--- src/rtl/mult_pkg.sv ---
// Shared definitions for multiplicator_arbiter: FSM state encoding, default sizes
// and the index-width helper used for the round-robin pointer.
package mult_pkg;

   typedef enum logic [1:0] {
      ST_IDLE,
      ST_ISSUE,
      ST_WAIT,
      ST_RESP
   } state_e;

   localparam int unsigned DEF_DATA_WIDTH     = 8;
   localparam int unsigned DEF_N_REQ          = 4;
   localparam int unsigned DEF_TIMEOUT_CYCLES = 64;

   // Width of an index into n items; never below one bit.
   function automatic int unsigned idx_width(input int unsigned n);
      return (n > 1) ? $clog2(n) : 1;
   endfunction

endpackage

--- src/rtl/multiplicator_arbiter_rr.sv ---
// Combinational round-robin pick: first set request at or above the pointer, wrapping.
module rr_arbiter
   import mult_pkg::*;
#(
   parameter int unsigned N_REQ = DEF_N_REQ,
   parameter int unsigned PTR_W = idx_width(N_REQ)
) (
   input  logic [N_REQ-1:0] req_i,
   input  logic [PTR_W-1:0] ptr_i,
   output logic [N_REQ-1:0] gnt_o,
   output logic [PTR_W-1:0] idx_o,
   output logic             valid_o
);

   always_comb begin
      int unsigned j;
      j       = 0;
      gnt_o   = '0;
      idx_o   = '0;
      valid_o = 1'b0;
      for (int unsigned k = 0; k < N_REQ; k++) begin
         j = (32'(ptr_i) + k) % N_REQ;
         if (!valid_o && req_i[PTR_W'(j)]) begin
            valid_o            = 1'b1;
            gnt_o[PTR_W'(j)]   = 1'b1;
            idx_o              = PTR_W'(j);
         end
      end
   end

endmodule

--- src/rtl/multiplicator_arbiter.sv ---
// Shares one shift-and-add multiplier among N_REQ requesters with round-robin arbitration.
// Define MULT_ARB_TIMEOUT_EN to enable the WAIT-state watchdog (err_o pulses with done_o on expiry).
module multiplicator_arbiter
   import mult_pkg::*;
#(
   parameter int unsigned DATA_WIDTH     = DEF_DATA_WIDTH,
   parameter int unsigned N_REQ          = DEF_N_REQ,
   parameter int unsigned TIMEOUT_CYCLES = DEF_TIMEOUT_CYCLES
) (
   input  logic                             clk,
   input  logic                             rst_n,
   input  logic [N_REQ-1:0]                 req_i,
   input  logic [N_REQ*2*DATA_WIDTH-1:0]    data_req_i,
   output logic [N_REQ-1:0]                 gnt_o,
   output logic [N_REQ-1:0]                 done_o,
   output logic [2*DATA_WIDTH-1:0]          result_o,
   output logic                             err_o,
   output logic                             mul_req_o,
   output logic [2*DATA_WIDTH-1:0]          mul_data_o,
   input  logic                             mul_done_i,
   input  logic [2*DATA_WIDTH-1:0]          mul_result_i
);

   localparam int unsigned PW    = 2 * DATA_WIDTH;
   localparam int unsigned PTR_W = idx_width(N_REQ);

   state_e             state_q;
   logic [PTR_W-1:0]   ptr_q;
   logic [N_REQ-1:0]   gnt_q;
   logic [N_REQ-1:0]   sel_q;
   logic [N_REQ-1:0]   done_q;
   logic [PW-1:0]      result_q;
   logic [PW-1:0]      mul_data_q;
   logic               mul_req_q;

   logic [N_REQ-1:0]   pick_gnt;
   logic [PTR_W-1:0]   pick_idx;
   logic               pick_valid;
   logic [PTR_W-1:0]   ptr_d;
   logic [PW-1:0]      slot_data;

`ifdef MULT_ARB_TIMEOUT_EN
   localparam int unsigned TMO_W = idx_width(TIMEOUT_CYCLES);
   logic [TMO_W-1:0]   tmo_q;
   logic               err_q;
`endif

   rr_arbiter #(
      .N_REQ (N_REQ),
      .PTR_W (PTR_W)
   ) u_rr (
      .req_i   (req_i),
      .ptr_i   (ptr_q),
      .gnt_o   (pick_gnt),
      .idx_o   (pick_idx),
      .valid_o (pick_valid)
   );

   assign ptr_d = (pick_idx == PTR_W'(N_REQ - 1)) ? '0 : pick_idx + 1'b1;

   // One-hot mux of the granted requester's operand slot.
   always_comb begin
      slot_data = '0;
      for (int unsigned i = 0; i < N_REQ; i++) begin
         if (pick_gnt[i]) slot_data = data_req_i[i*PW +: PW];
      end
   end

   always_ff @(posedge clk or negedge rst_n) begin
      if (!rst_n) begin
         state_q    <= ST_IDLE;
         ptr_q      <= '0;
         gnt_q      <= '0;
         sel_q      <= '0;
         done_q     <= '0;
         result_q   <= '0;
         mul_data_q <= '0;
         mul_req_q  <= 1'b0;
`ifdef MULT_ARB_TIMEOUT_EN
         tmo_q      <= '0;
         err_q      <= 1'b0;
`endif
      end else begin
         gnt_q     <= '0;
         done_q    <= '0;
         mul_req_q <= 1'b0;
         case (state_q)
            ST_IDLE: begin
               if (pick_valid) begin
                  gnt_q      <= pick_gnt;
                  sel_q      <= pick_gnt;
                  mul_data_q <= slot_data;
                  ptr_q      <= ptr_d;
                  state_q    <= ST_ISSUE;
               end
            end
            ST_ISSUE: begin
               mul_req_q <= 1'b1;
`ifdef MULT_ARB_TIMEOUT_EN
               tmo_q     <= '0;
`endif
               state_q   <= ST_WAIT;
            end
            ST_WAIT: begin
               if (mul_done_i) begin
                  result_q <= mul_result_i;
                  done_q   <= sel_q;
                  state_q  <= ST_RESP;
               end
`ifdef MULT_ARB_TIMEOUT_EN
               else if (tmo_q == TMO_W'(TIMEOUT_CYCLES - 1)) begin
                  result_q <= '0;
                  err_q    <= 1'b1;
                  done_q   <= sel_q;
                  state_q  <= ST_RESP;
               end else begin
                  tmo_q <= tmo_q + 1'b1;
               end
`endif
            end
            ST_RESP: begin
               result_q <= '0;
`ifdef MULT_ARB_TIMEOUT_EN
               err_q    <= 1'b0;
`endif
               state_q  <= ST_IDLE;
            end
            default: state_q <= ST_IDLE;
         endcase
      end
   end

   assign gnt_o      = gnt_q;
   assign done_o     = done_q;
   assign result_o   = result_q;
   assign mul_req_o  = mul_req_q;
   assign mul_data_o = mul_data_q;
`ifdef MULT_ARB_TIMEOUT_EN
   assign err_o      = err_q;
`else
   assign err_o      = 1'b0;
`endif

endmodule

--- config.mk ---
export PLATFORM = sky130hd
export DESIGN_NAME = multiplicator_arbiter
export DESIGN_NICKNAME = d
export VERILOG_FILES = /design/src/rtl/mult_pkg.sv /design/src/rtl/multiplicator_arbiter_rr.sv /design/src/rtl/multiplicator_arbiter.sv
export SDC_FILE = /design/constraint.sdc
export NUM_CORES = 1
export LEC_CHECK = 0
export BUFFER_PORTS_ARGS = -buffer_cell sky130_fd_sc_hd__buf_2
export CORE_AREA = 2 2 80 82
export DETAILED_ROUTE_END_ITERATION = 10
export DIE_AREA = 0 0 82 84
export PLACE_DENSITY = 0.86
export SETUP_SLACK_MARGIN = 0.5
export SKIP_CTS_REPAIR_TIMING = 1
export SYNTH_ARGS = -nofsm -noshare
export SYNTH_HDL_FRONTEND = slang
export SYNTH_HIERARCHICAL = 1
export SYNTH_SLANG_ARGS = --single-unit
--- constraint.sdc ---
create_clock -name clk -period 8.35 [get_ports clk]
set_input_delay 0 -clock clk [delete_from_list [all_inputs] [get_ports clk]]
set_output_delay 0 -clock clk [all_outputs]
set_load 0.05 [all_outputs]
==> Implementation_results.wiki <==
{| class="wikitable"
! Metric !! Value
|-
| Areal power density over the cells || 484.3 nW/µm²
|-
| Synthesized flop and latch total || 49
|-
| Clock tree from TritonCTS || done
|-
| Clock-pin slew on the worst setup and hold paths || 0.09 ns
|-
| Number of rows in the core area || 29
|-
| # IOs || 129
|-
| Async set or reset register ratio after synthesis || 100.0%
|-
| Number of flops mapped to enable cells by yosys || 0
|-
| Vias in the first global route || 2454
|-
| Critical path fanouts, max || 17
|-
| Net switching share of the total power || 53.31%
|-
| Setup repair after global routing missed its margin || false
|-
| Hold Worst Slack || -0.008912 ns
|-
| Count of unresolved DRC violations after routing || 0
|-
| Vias per inst || 5.730
|-
| Endpoint class of the critical path || flip-flop
|-
| Post-route setup TNS || 0 ns
|-
| Critical Path Source Type || flip-flop
|-
| Logic gate share of total power || 68.6%
|-
| Sequential area share after synthesis || 41.70%
|-
| Post-DP HPWL || 5427 µm
|-
| Core Area || 6096 µm²
|-
| Part of the total power dissipated in the clock network || 7.9%
|-
| Summed instance area of the synthesized netlist || 2940 µm²
|-
| Clk sinks || 49
|-
| Die span in y || 84 µm
|-
| Gr ovfl total || 0
|-
| Global-route wire length before repair || 11360 µm
|-
| Via count || 2796
|-
| Period minus WS final || 3.655 ns
|-
| Relative area change from synthesis to final layout || 24.85%
|-
| Number of CTS-inserted buffers || 5
|-
| HP Class || input port to flip-flop
|-
| Fmax || 273.6 MHz
|-
| Final Setup Violations || 0
|-
| Pin count of the biggest net entering global routing || 50
|-
| Clock network latency to the later pin of the worst-skew pair || 0.30 ns
|-
| Placed inst area || 3553 µm²
|-
| Static leakage power || 1.923 nW
|-
| Synthesized net count || 394
|-
| Max-slew headroom || 17.36%
|-
| Non-Filler Cell Area, Final || 3671 µm²
|-
| Gp weighted congestion || 0.8416
|-
| Synth Flop Type || sky130_fd_sc_hd__dfrtp_1
|-
| Worst setup skew after layout || 0.005828 ns
|-
| Number of design-rule violations left by the first detailed-router iteration || 110
|-
| Die Span X || 82 µm
|-
| Post-DR wirelength/cell || 15.18 µm
|-
| Violations in the final reports || hold timing
|-
| Drt total wl || 7406 µm
|-
| Final-layout fill cell count || 549
|-
| Data required time of the worst path || 8.57 ns
|-
| Number of different library cells in the post-synthesis netlist || 37
|-
| Share of cells above drive strength 1 || 35.77%
|-
| Slew at the pin closest to its max-slew limit || 1.231 ns
|-
| H-tree level count || 2
|-
| Internal || 0.0008302 W
|-
| Number of maximum-capacitance constraint violations || 0
|-
| Max-slew violation total from the final report || 0
|-
| Result of the run || finished, violations left
|-
| Total area of multi-input combinational cells || 1498 µm²
|-
| PortBufs || 127
|-
| Highest ir drop seen on vdd || 0.3574 mV
|-
| Fin. Hold Viols || 3
|-
| Antenna viol nets, final || 0
|-
| Effective utilization at floorplan || 48.23%
|-
| Antenna violations before repair || 0
|-
| Sequential power share || 23.6%
|-
| Fin crit share || 43.78%
|-
| Top library cells by usage in the layout, fill and taps aside || 127 x sky130_fd_sc_hd__buf_2, 49 x sky130_fd_sc_hd__a21oi_1, 49 x sky130_fd_sc_hd__dfrtp_1, 31 x sky130_fd_sc_hd__a22o_1, 21 x sky130_fd_sc_hd__inv_1
|-
| Nets@finish || 508
|-
| Avg Cell Area, Syn || 9.934 µm²
|-
| First drt pass iteration count || 6
|-
| Total Routing Usage GR || 20.89%
|-
| Synthesis warning total || 6
|-
| Cells after synthesis || 296
|-
| Clock Tree Root || sky130_fd_sc_hd__clkbuf_8
|-
| Crit path DAT || 3.88 ns
|-
| Minimum setup slack among reg-to-reg paths || 4.69 ns
|-
| Area used by sequential logic in the layout || 1226 µm²
|-
| Count of inserted antenna diode cells || 0
|-
| Critical path class || flip-flop to flip-flop
|-
| Maximum number of buffers from clock root to sink || 2
|-
| NetSw || 0.0009478 W
|-
| Die area || 6888 µm²
|-
| Commonest non-fill, non-tap cell in the layout || sky130_fd_sc_hd__buf_2
|}
[sequential cells by signal (all words and copies together) (netlist names)]
| name | count |
|---|---|
| state_q | 2 |
| mul_data_o | 16 |
| mul_req_o | 1 |
| done_o | 4 |
| gnt_o | 4 |
| result_o | 16 |
| sel_q | 4 |
| ptr_q | 2 |
[metrics by stage]
step	power, W	utilization [%]	setup slack (ns)	hold WS, ns	instances
after floorplan	0.001419	-	5.573	-0.2956	296
after global placement	0.001602	58.29	4.870	0.2477	477
after detailed placement	0.001640	58.29	4.726	0.2492	477
after CTS	0.001780	59.73	4.706	-0.07596	485
after global routing	0.001907	60.22	4.447	0.01168	488
final	0.001778	60.22	4.695	-0.008912	488
[synth_stat cells (3+ instances only)]
| cell type | count | area (µm²) |
|---|---|---|
| sky130_fd_sc_hd__a21oi_1 | 49 | 245.2 |
| sky130_fd_sc_hd__dfrtp_1 | 49 | 1226 |
| sky130_fd_sc_hd__a22o_1 | 31 | 271.5 |
| sky130_fd_sc_hd__inv_1 | 21 | 78.83 |
| sky130_fd_sc_hd__nor2_1 | 20 | 75.07 |
| sky130_fd_sc_hd__a221o_1 | 16 | 160.2 |
| sky130_fd_sc_hd__nand3b_1 | 16 | 120.1 |
| sky130_fd_sc_hd__ha_1 | 11 | 137.6 |
| sky130_fd_sc_hd__clkbuf_1 | 9 | 33.78 |
| sky130_fd_sc_hd__a22oi_1 | 8 | 60.06 |
| sky130_fd_sc_hd__and3_1 | 8 | 50.05 |
| sky130_fd_sc_hd__buf_2 | 8 | 40.04 |
| sky130_fd_sc_hd__nand2_1 | 6 | 22.52 |
| sky130_fd_sc_hd__buf_4 | 5 | 37.54 |
| sky130_fd_sc_hd__o21ai_0 | 5 | 25.02 |
| sky130_fd_sc_hd__a21o_1 | 4 | 30.03 |
| sky130_fd_sc_hd__buf_6 | 3 | 33.78 |
[layout make-up]
type	instances	share of cell area, %
clock buffer	6	1.977
clock inverter	2	0.4090
inverter	22	2.249
multi-input combinational	200	40.80
sequential	49	33.40
tap	77	2.624
timing repair buffer	132	18.54
[metal layers]
metal | vias up | global-route usage (%) | wire length, µm
met5 | - | 0 | 0
met4 | 0 | 4.697 | 94
met3 | 11 | 4.870 | 533
met2 | 114 | 36.36 | 3702
met1 | 1344 | 25.80 | 3076
li1 | 1327 | - | -
[cell families after synthesis]
| family | after synthesis | synth area share (%) |
|---|---|---|
| AO/OA/AOI/OAI | 120 | 28.98 |
| buffers and inverters | 47 | 7.745 |
| other | 1 | 0.1275 |
| AND/OR/NAND/NOR | 60 | 12.00 |
| adder cells (fa/ha/maj) | 11 | 4.681 |
| flip-flops | 49 | 41.70 |
| multiplexers | 8 | 4.766 |
[final timing paths]
kind	depth (start not counted)	from	to
min in group asynchronous	2	rst_n	result_o[10]
setup reg to reg	9	ptr_q[0]	mul_data_o[5]
max in group asynchronous	2	rst_n	gnt_o[1]
hold reg to reg	1	sel_q[0]	sel_q[0]
setup / recovery	9	ptr_q[0]	mul_data_o[5]
hold / removal	3	data_req_i[55]	mul_data_o[7]
[power by group through the flow]
| stage | registers, W | clock network, W | logic [W] |
|---|---|---|---|
| after detailed placement | 0.000424 | 0 | 0.00122 |
| final | 0.000419 | 0.000140 | 0.00122 |
| after global placement | 0.000417 | 0 | 0.00119 |
| after CTS | 0.000419 | 0.000143 | 0.00122 |
| after floorplan | 0.000705 | 0 | 0.000714 |
| after global routing | 0.000433 | 0.000153 | 0.00132 |
[critical path: stages (launching register included)]
cell,delay [ns]
sky130_fd_sc_hd__dfrtp_1,0.66
sky130_fd_sc_hd__inv_1,0.13
sky130_fd_sc_hd__ha_1,0.38
sky130_fd_sc_hd__mux4_2,0.44
sky130_fd_sc_hd__and2b_2,0.31
sky130_fd_sc_hd__a22oi_1,0.08
sky130_fd_sc_hd__o21ai_1,0.95
sky130_fd_sc_hd__nand3b_1,0.14
sky130_fd_sc_hd__a221o_1,0.32
sky130_fd_sc_hd__a21oi_1,0.15
(Power assumes the default switching activity.)
